`src/rtl/instr_fetch_unit.sv`:
```
// Instruction fetch requester: drives the fetch address, tracks miss/refill
// status and buffers fetched words for decode over a valid/ready handshake.
module instr_fetch_unit #(
    parameter logic [31:0] RESET_PC   = 32'h0000_0000,
    parameter int          FIFO_DEPTH = 4
) (
    input  logic        clk,
    input  logic        reset_n,
    output logic [31:0] imem_addr_o,
    input  logic [31:0] imem_rd_i,
    input  logic        instr_miss_f_i,
    input  logic        instr_cache_rep_en_i,
    input  logic        redirect_en_i,
    input  logic [31:0] redirect_pc_i,
    output logic        instr_valid_o,
    output logic [31:0] instr_o,
    output logic [31:0] instr_pc_o,
    input  logic        instr_ready_i,
    output logic        fetch_stall_o,
    output logic [31:0] miss_cnt_o
);

    localparam int AW = $clog2(FIFO_DEPTH);
    localparam int CW = AW + 1;

    typedef enum logic [1:0] {
        FETCH,
        MISS_WAIT,
        REFILL
    } state_t;

    state_t          state;
    state_t          state_nxt;
    logic [31:0]     fetch_pc;
    logic [CW-1:0]   count;
    logic [AW-1:0]   rd_ptr;
    logic [AW-1:0]   wr_ptr;
    logic [31:0]     pc_buf    [FIFO_DEPTH];
    logic [31:0]     instr_buf [FIFO_DEPTH];
    logic [31:0]     miss_cnt;

    logic            full;
    logic            state_ok;
    logic            accept;
    logic            pop;
    logic            head_valid;
    logic            unused_pc_bits;

    // Redirect targets are forced word aligned; the low bits carry no meaning.
    assign unused_pc_bits = ^redirect_pc_i[1:0];

    assign full       = (count == CW'(FIFO_DEPTH));
    assign head_valid = (count != '0);
    assign state_ok   = (state == FETCH) || (state == REFILL);

    // Full is judged before any same-cycle pop, so a full buffer never pushes.
    assign accept = !redirect_en_i && !instr_miss_f_i && !full && state_ok;
    assign pop    = head_valid && instr_ready_i && !redirect_en_i;

    always_comb begin
        state_nxt = state;
        unique case (state)
            FETCH: begin
                if (instr_miss_f_i) begin
                    state_nxt = MISS_WAIT;
                end
            end
            MISS_WAIT: begin
                if (instr_cache_rep_en_i) begin
                    state_nxt = REFILL;
                end
            end
            REFILL: begin
                if (!instr_miss_f_i) begin
                    state_nxt = FETCH;
                end
            end
            default: state_nxt = FETCH;
        endcase
    end

    always_ff @(posedge clk) begin
        if (!reset_n) begin
            state <= FETCH;
        end else if (redirect_en_i) begin
            state <= FETCH;
        end else begin
            state <= state_nxt;
        end
    end

    always_ff @(posedge clk) begin
        if (!reset_n) begin
            fetch_pc <= RESET_PC;
        end else if (redirect_en_i) begin
            fetch_pc <= {redirect_pc_i[31:2], 2'b00};
        end else if (accept) begin
            fetch_pc <= fetch_pc + 32'd4;
        end
    end

    always_ff @(posedge clk) begin
        if (!reset_n) begin
            count  <= '0;
            rd_ptr <= '0;
            wr_ptr <= '0;
        end else if (redirect_en_i) begin
            count  <= '0;
            rd_ptr <= '0;
            wr_ptr <= '0;
        end else begin
            if (accept) begin
                wr_ptr <= wr_ptr + 1'b1;
            end
            if (pop) begin
                rd_ptr <= rd_ptr + 1'b1;
            end
            if (accept && !pop) begin
                count <= count + 1'b1;
            end else if (pop && !accept) begin
                count <= count - 1'b1;
            end
        end
    end

    // Storage needs no reset: entries are only visible while count covers them.
    always_ff @(posedge clk) begin
        if (reset_n && accept) begin
            pc_buf[wr_ptr]    <= fetch_pc;
            instr_buf[wr_ptr] <= imem_rd_i;
        end
    end

    always_ff @(posedge clk) begin
        if (!reset_n) begin
            miss_cnt <= '0;
        end else if (instr_miss_f_i && (miss_cnt != 32'hFFFF_FFFF)) begin
            miss_cnt <= miss_cnt + 32'd1;
        end
    end

    assign imem_addr_o   = fetch_pc;
    assign instr_valid_o = head_valid;
    assign instr_o       = head_valid ? instr_buf[rd_ptr] : 32'h0;
    assign instr_pc_o    = head_valid ? pc_buf[rd_ptr] : 32'h0;
    assign fetch_stall_o = (state != FETCH);
    assign miss_cnt_o    = miss_cnt;

endmodule

```
`config.mk`:
```
export PLATFORM = sky130hd
export DESIGN_NAME = instr_fetch_unit
export DESIGN_NICKNAME = d
export VERILOG_FILES = /design/src/rtl/instr_fetch_unit.sv
export SDC_FILE = /design/constraint.sdc
export NUM_CORES = 1
export LEC_CHECK = 0
export CAP_MARGIN = 40
export CORE_MARGIN = 1.5
export CORE_UTILIZATION = 40
export DETAILED_ROUTE_END_ITERATION = 6
export GPL_TIMING_DRIVEN = 0
export PLACE_DENSITY = 0.61
export SYNTH_ARGS = -nofsm -noshare
export SYNTH_HDL_FRONTEND = slang
export SYNTH_SLANG_ARGS = --single-unit
```
`constraint.sdc`:
```
create_clock -name clk -period 3.4 [get_ports clk]
set_input_delay 0.51 -clock clk [delete_from_list [all_inputs] [get_ports clk]]
set_output_delay 0.51 -clock clk [all_outputs]
set_load 0.05 [all_outputs]
```
# [Yosys cells after proc, flatten, opt, wreduce, memory -nomap -nowiden]
# Memories as Yosys holds them, arrays and structs flattened. A register that Yosys moved wholly into a read port is not among the register bits.
# Cells that the tools add are included.
[classes] add_sub_neg=6 n_mul=0 div=0 magnitude_cmp=0 n_eq_ne=7 n_shift=0 muxes=16 n_bitwise=1 reduce_logical=22
[ops] op="$mux 32" count=4
[ops] op="$add 32x1->32 const B" count=1
[ops] op="$add 32x3->32 const B" count=1
[ops] op="$ne 32x32->1 const B" count=1
[ops] op="$mux 2" count=7
[ops] op="$logic_and 1x1->1" count=9
[ops] op="$mux 3" count=2
[ops] op="$ne 2x2->1 const B" count=3
[ops] op="$pmux 2 s3" count=1
[ops] op="$reduce_bool 2->1" count=3
[ops] op="$logic_not 1->1" count=5
[ops] op="$add 2x1->2 const B" count=2
[ops] op="$add 3x1->3 const B" count=1
[ops] op="$eq 3x3->1 const B" count=1
[ops] op="$reduce_and 3->1" count=1
[ops] op="$reduce_bool 3->1" count=1
[ops] op="$sub 3x1->3 const B" count=1
[ops] op="$eq 2x1->1 const B" count=1
[ops] op="$eq 2x2->1 const B" count=1
[ops] op="$logic_not 2->1" count=1
[ops] op="$mux 1" count=2
[ops] op="$reduce_or 2->1" count=1
[ops] op="$logic_or 1x1->1" count=1
[ops] op="$not 1->1" count=1
[totals] reg_bits=73 latch_bits=0 mem_bits_rw=256 romBits=0 output_inout_bits=130 mem_count=2
[mem_list] name="instr_buf" depth=4 width=32 read_ports=1 rd_ports_with_merged_regs=1 write_ports=1 line_no="39" rtl="logic [31:0] instr_buf [FIFO_DEPTH];"
[mem_list] name="pc_buf" depth=4 width=32 read_ports=1 rd_ports_with_merged_regs=1 write_ports=1 line_no="38" rtl="logic [31:0] pc_buf [FIFO_DEPTH];"

# [Logic depth before layout (Yosys ltp)]
[depth] word_depth=8 ltp_mapped=10 depth_no_buf=9

# [Worst setup path before layout]
# No wires, ideal clock.
[synth_path] kind="in2reg" from="in instr_miss_f_i" to="mem instr_buf[0][0], enable pin" setup_time_ps=427 t_arrival_ps=2709 t_required_ps=2973 setup_slack_ps=264 cell_stages=3 path_cell_list="clkbuf_1 > nor3_2 > and3_1"
[synth_via] elab_chain_cells=7
[synth_rtl] item="from (decl)" line_no="11" rtl="input logic instr_miss_f_i,"
[synth_rtl] item="$logic_not 1->1"
[synth_rtl] item="$logic_and 1x1->1 (3 in a row)" line_no="57" rtl="assign accept = !redirect_en_i && !instr_miss_f_i && !full && state_ok;"
[synth_rtl] item="$logic_and 1x1->1" line_no="128" rtl="if (reset_n && accept) begin"
[synth_rtl] item="$mux 1" line_no="128"
[synth_rtl] item="$mux 1 (not written as such)" line_no="130" rtl="instr_buf[wr_ptr] <= imem_rd_i;"
[synth_rtl] item="to (decl)" line_no="39"
# No other way between the ends.

==> flow_summary.json <==
{
  "outcome": "finished, final reports clean",
  "drv_cap": 0,
  "setup_viol": 0,
  "hpwlAfterDp_um": 20400,
  "top_layer": "met5",
  "detail_route.wl_per_cell_um": 20.0,
  "syn_avg_cell_area_um2": 15.6,
  "wl_met2_um": 15200,
  "drt_iter0_markers": 487,
  "final_max_slew_viol_count": 0,
  "grt_pass1_wl_um": 46900,
  "htreeDepth": 2,
  "cts-root-buf": "clkbuf_16",
  "rr_startpoint": "count[0]",
  "synthArstFlopShare_pct": 0,
  "ys.flop_type": "edfxtp_1",
  "grt-ovfl-total": 0,
  "die_y_um": 184,
  "met3_length_um": 2440,
  "final-hold-violation-count": 0,
  "cts_buffer_depth": 3,
  "synth_cell_types": 61,
  "path_class": "flip-flop to output port",
  "drt_wl_total_um": 30900,
  "routed-via-count": 8002,
  "powerDensity_nw_per_um2": 529,
  "fin_crit_ns": 3.24,
  "reg2reg_slack_ns": 0.93,
  "utilization_pct": 52.2,
  "required_ns": 2.89,
  "critPathArrivalTime_ns": 2.73,
  "cts_hold_buffers": 0,
  "cts.sinks": 321,
  "cts_tree": "done",
  "r2r_end": "count[2]",
  "numCtsBuffers": 36,
  "drtPass1Iterations": 4,
  "synth_top_area_cell": "edfxtp_1",
  "max_slew_margin_pct": 48.4,
  "grt_max_degree": 50,
  "gp_congestion": 0.835,
  "p_leak_nw": 5.51,
  "ioPinCount": 200,
  "netlist_instances": 841,
  "fmax_mhz": 308,
  "synthTopCellsByCount": "edfxtp_1 (248), dfxtp_1 (73), and2_1 (65), mux4_2 (62), o21ai_0 (38)",
  "synthToLayoutAreaGrowth_pct": 28.7,
  "drt-vias-per-instance": 5.17,
  "syn_area_um2": 13200,
  "finalPower_w": 0.00896,
  "skew_ns": 0.0149,
  "synth_area_leaders": "edfxtp_1 (57%), dfxtp_1 (11%), mux4_2 (11%)",
  "cp_max_fo": 10,
  "port_buffers": 192,
  "yosysSeqAreaShare_pct": 67.7,
  "wl_met1_um": 12700,
  "hold_depth": 1,
  "min_to": "state[0]",
  "reg2reg_depth": 9,
  "grt_pass1_vias": 8011,
  "row_count": 66,
  "drive_gt1_share_pct": 14.5,
  "die-width_um": 184,
  "cp-end-kind": "output port",
  "synth_edf_count": 248,
  "synth_top_area_share_pct": 56.6,
  "worstHoldStart": "state[1]",
  "nFillCells": 2712,
  "grt_usage_pct": 18.4,
  "ys_seq_elements": 321,
  "hold_slack_ns": 0.472,
  "yosysMostFrequentCell": "edfxtp_1",
  "worst_pin_slew_ns": 0.768,
  "yosys_warnings": 0,
  "clkTransAtPathRegs_ns": 0.06,
  "ant_nets": 0,
  "clock_latency_ns": 0.51,
  "dieArea_um2": 34000,
  "cp-start-kind": "flip-flop",
  "drc": 0,
  "num-nets-final": 1154,
  "hold_path.class": "flip-flop to flip-flop",
  "setup_tns_ns": 0,
  "post_cts_buffers": 0,
  "rsz0062_at_grt": "no",
  "max-vdd-ir-drop_mv": 0.300,
  "antenna_found_initial": 4,
  "initial_utilization_pct": 40.6,
  "fin_crit_sh_pct": 95.4,
  "coreArea_um2": 32500
}
## routing by layer
metal	vias to the layer above	track usage, %
li1	3737	-
met1	3978	22.7
met2	232	31.3
met3	51	5.65
met4	4	4.82
met5	-	0
## registers in the layout, indices dropped and copies added, names as in the netlist, named ones only
register,count
state,2
rd_ptr,2
instr_buf,128
imem_addr_o,30
wr_ptr,2
pc_buf,120
count,3
miss_cnt_o,32
## worst max-delay path by stage
stage | start | cells past startpoint | to
after global placement | instr_miss_f_i | 4 | instr_buf[0][8]
after global routing | flip-flop | 4 | instr_pc_o[19]
after detailed placement | flip-flop | 5 | instr_pc_o[11]
after CTS | flip-flop | 4 | instr_pc_o[11]
after floorplan | instr_miss_f_i | 3 | instr_buf[0][0]
final | flip-flop | 4 | instr_pc_o[14]
## critical path: stages (launching register included)
cell             delay [ns]
dfxtp_2                0.49
buf_4                  0.30
mux4_2                 0.53
and2_1                 0.16
clkdlybuf4s50_1        0.73
## power by group
group	total [W]	switching [W]	internal, W
combinational	0.000868	0.000543	0.000325
clock	0.00372	0.00149	0.00223
sequential	0.00437	0.0000750	0.00429
## metrics by stage
stage	cell area (µm²)	worst slack, ns	cells
global placement	15600	-1.90	1478
finish	16900	0.156	1547
CTS	16900	0.0592	1545
detailed placement	15800	0.134	1483
global route	16900	0.0150	1545
floorplan	13200	0.264	844
## layout by cell type (no fill, tap or decap), types with 3 or more instances in the layout
cell type          n
inv_1             11
ha_1               7
nand2_1           37
bufinv_16          3
clkdlybuf4s50_1  191
nor3_1             3
conb_1             4
xor2_1            22
and4_1             4
mux4_2            62
a211oi_1           4
dfxtp_1           71
nor4_1             3
nor2_1            26
or3_1             18
buf_16             4
buf_4             11
edfxtp_1         248
a31oi_1            5
o21ai_0           38
mux2i_1           11
nand2b_1           5
or4_1              7
nand4_1           17
clkbuf_16         37
xnor2_1           12
and3_1             9
a21oi_1           34
nand3_1           23
clkinv_2           6
clkbuf_1          33
and2_1            65
o211ai_1           4
clkinv_1           7
clkbuf_2           7
o31ai_1            5
and3_4             4
## logic make-up after synthesis
kind of cell    count (synthesis)  synth area share, %
xor+xnor                       34                 2.26
buf+inv                        58                 1.92
fa+ha+maj                       8                0.818
mux                            73                 11.4
flops                         321                 67.7
other cells                     1               0.0285
compound gates                102                 4.62
simple gates                  244                 11.2
## cell type report
| cell class | count | area [µm²] | area share [%] |
|---|---|---|---|
| timing repair buffer | 197 | 2040 | 12.0 |
| inverter | 12 | 45.0 | 0.266 |
| multi-input combinational | 465 | 4040 | 23.8 |
| clock inverter | 17 | 160 | 0.946 |
| sequential | 321 | 8910 | 52.6 |
| antenna | 2 | 5.00 | 0.0296 |
| tap | 442 | 553 | 3.27 |
| buffer | 43 | 220 | 1.30 |
| clock buffer | 48 | 967 | 5.71 |
## timing repair
| item | 4_1_cts | 5_1_grt |
|---|---|---|
| setup endpoints to repair | 61 | 1 |
| resized for setup | 16 | 1 |
| hold endpoints to repair | 0 | 0 |
(Power assumes the default switching activity.)
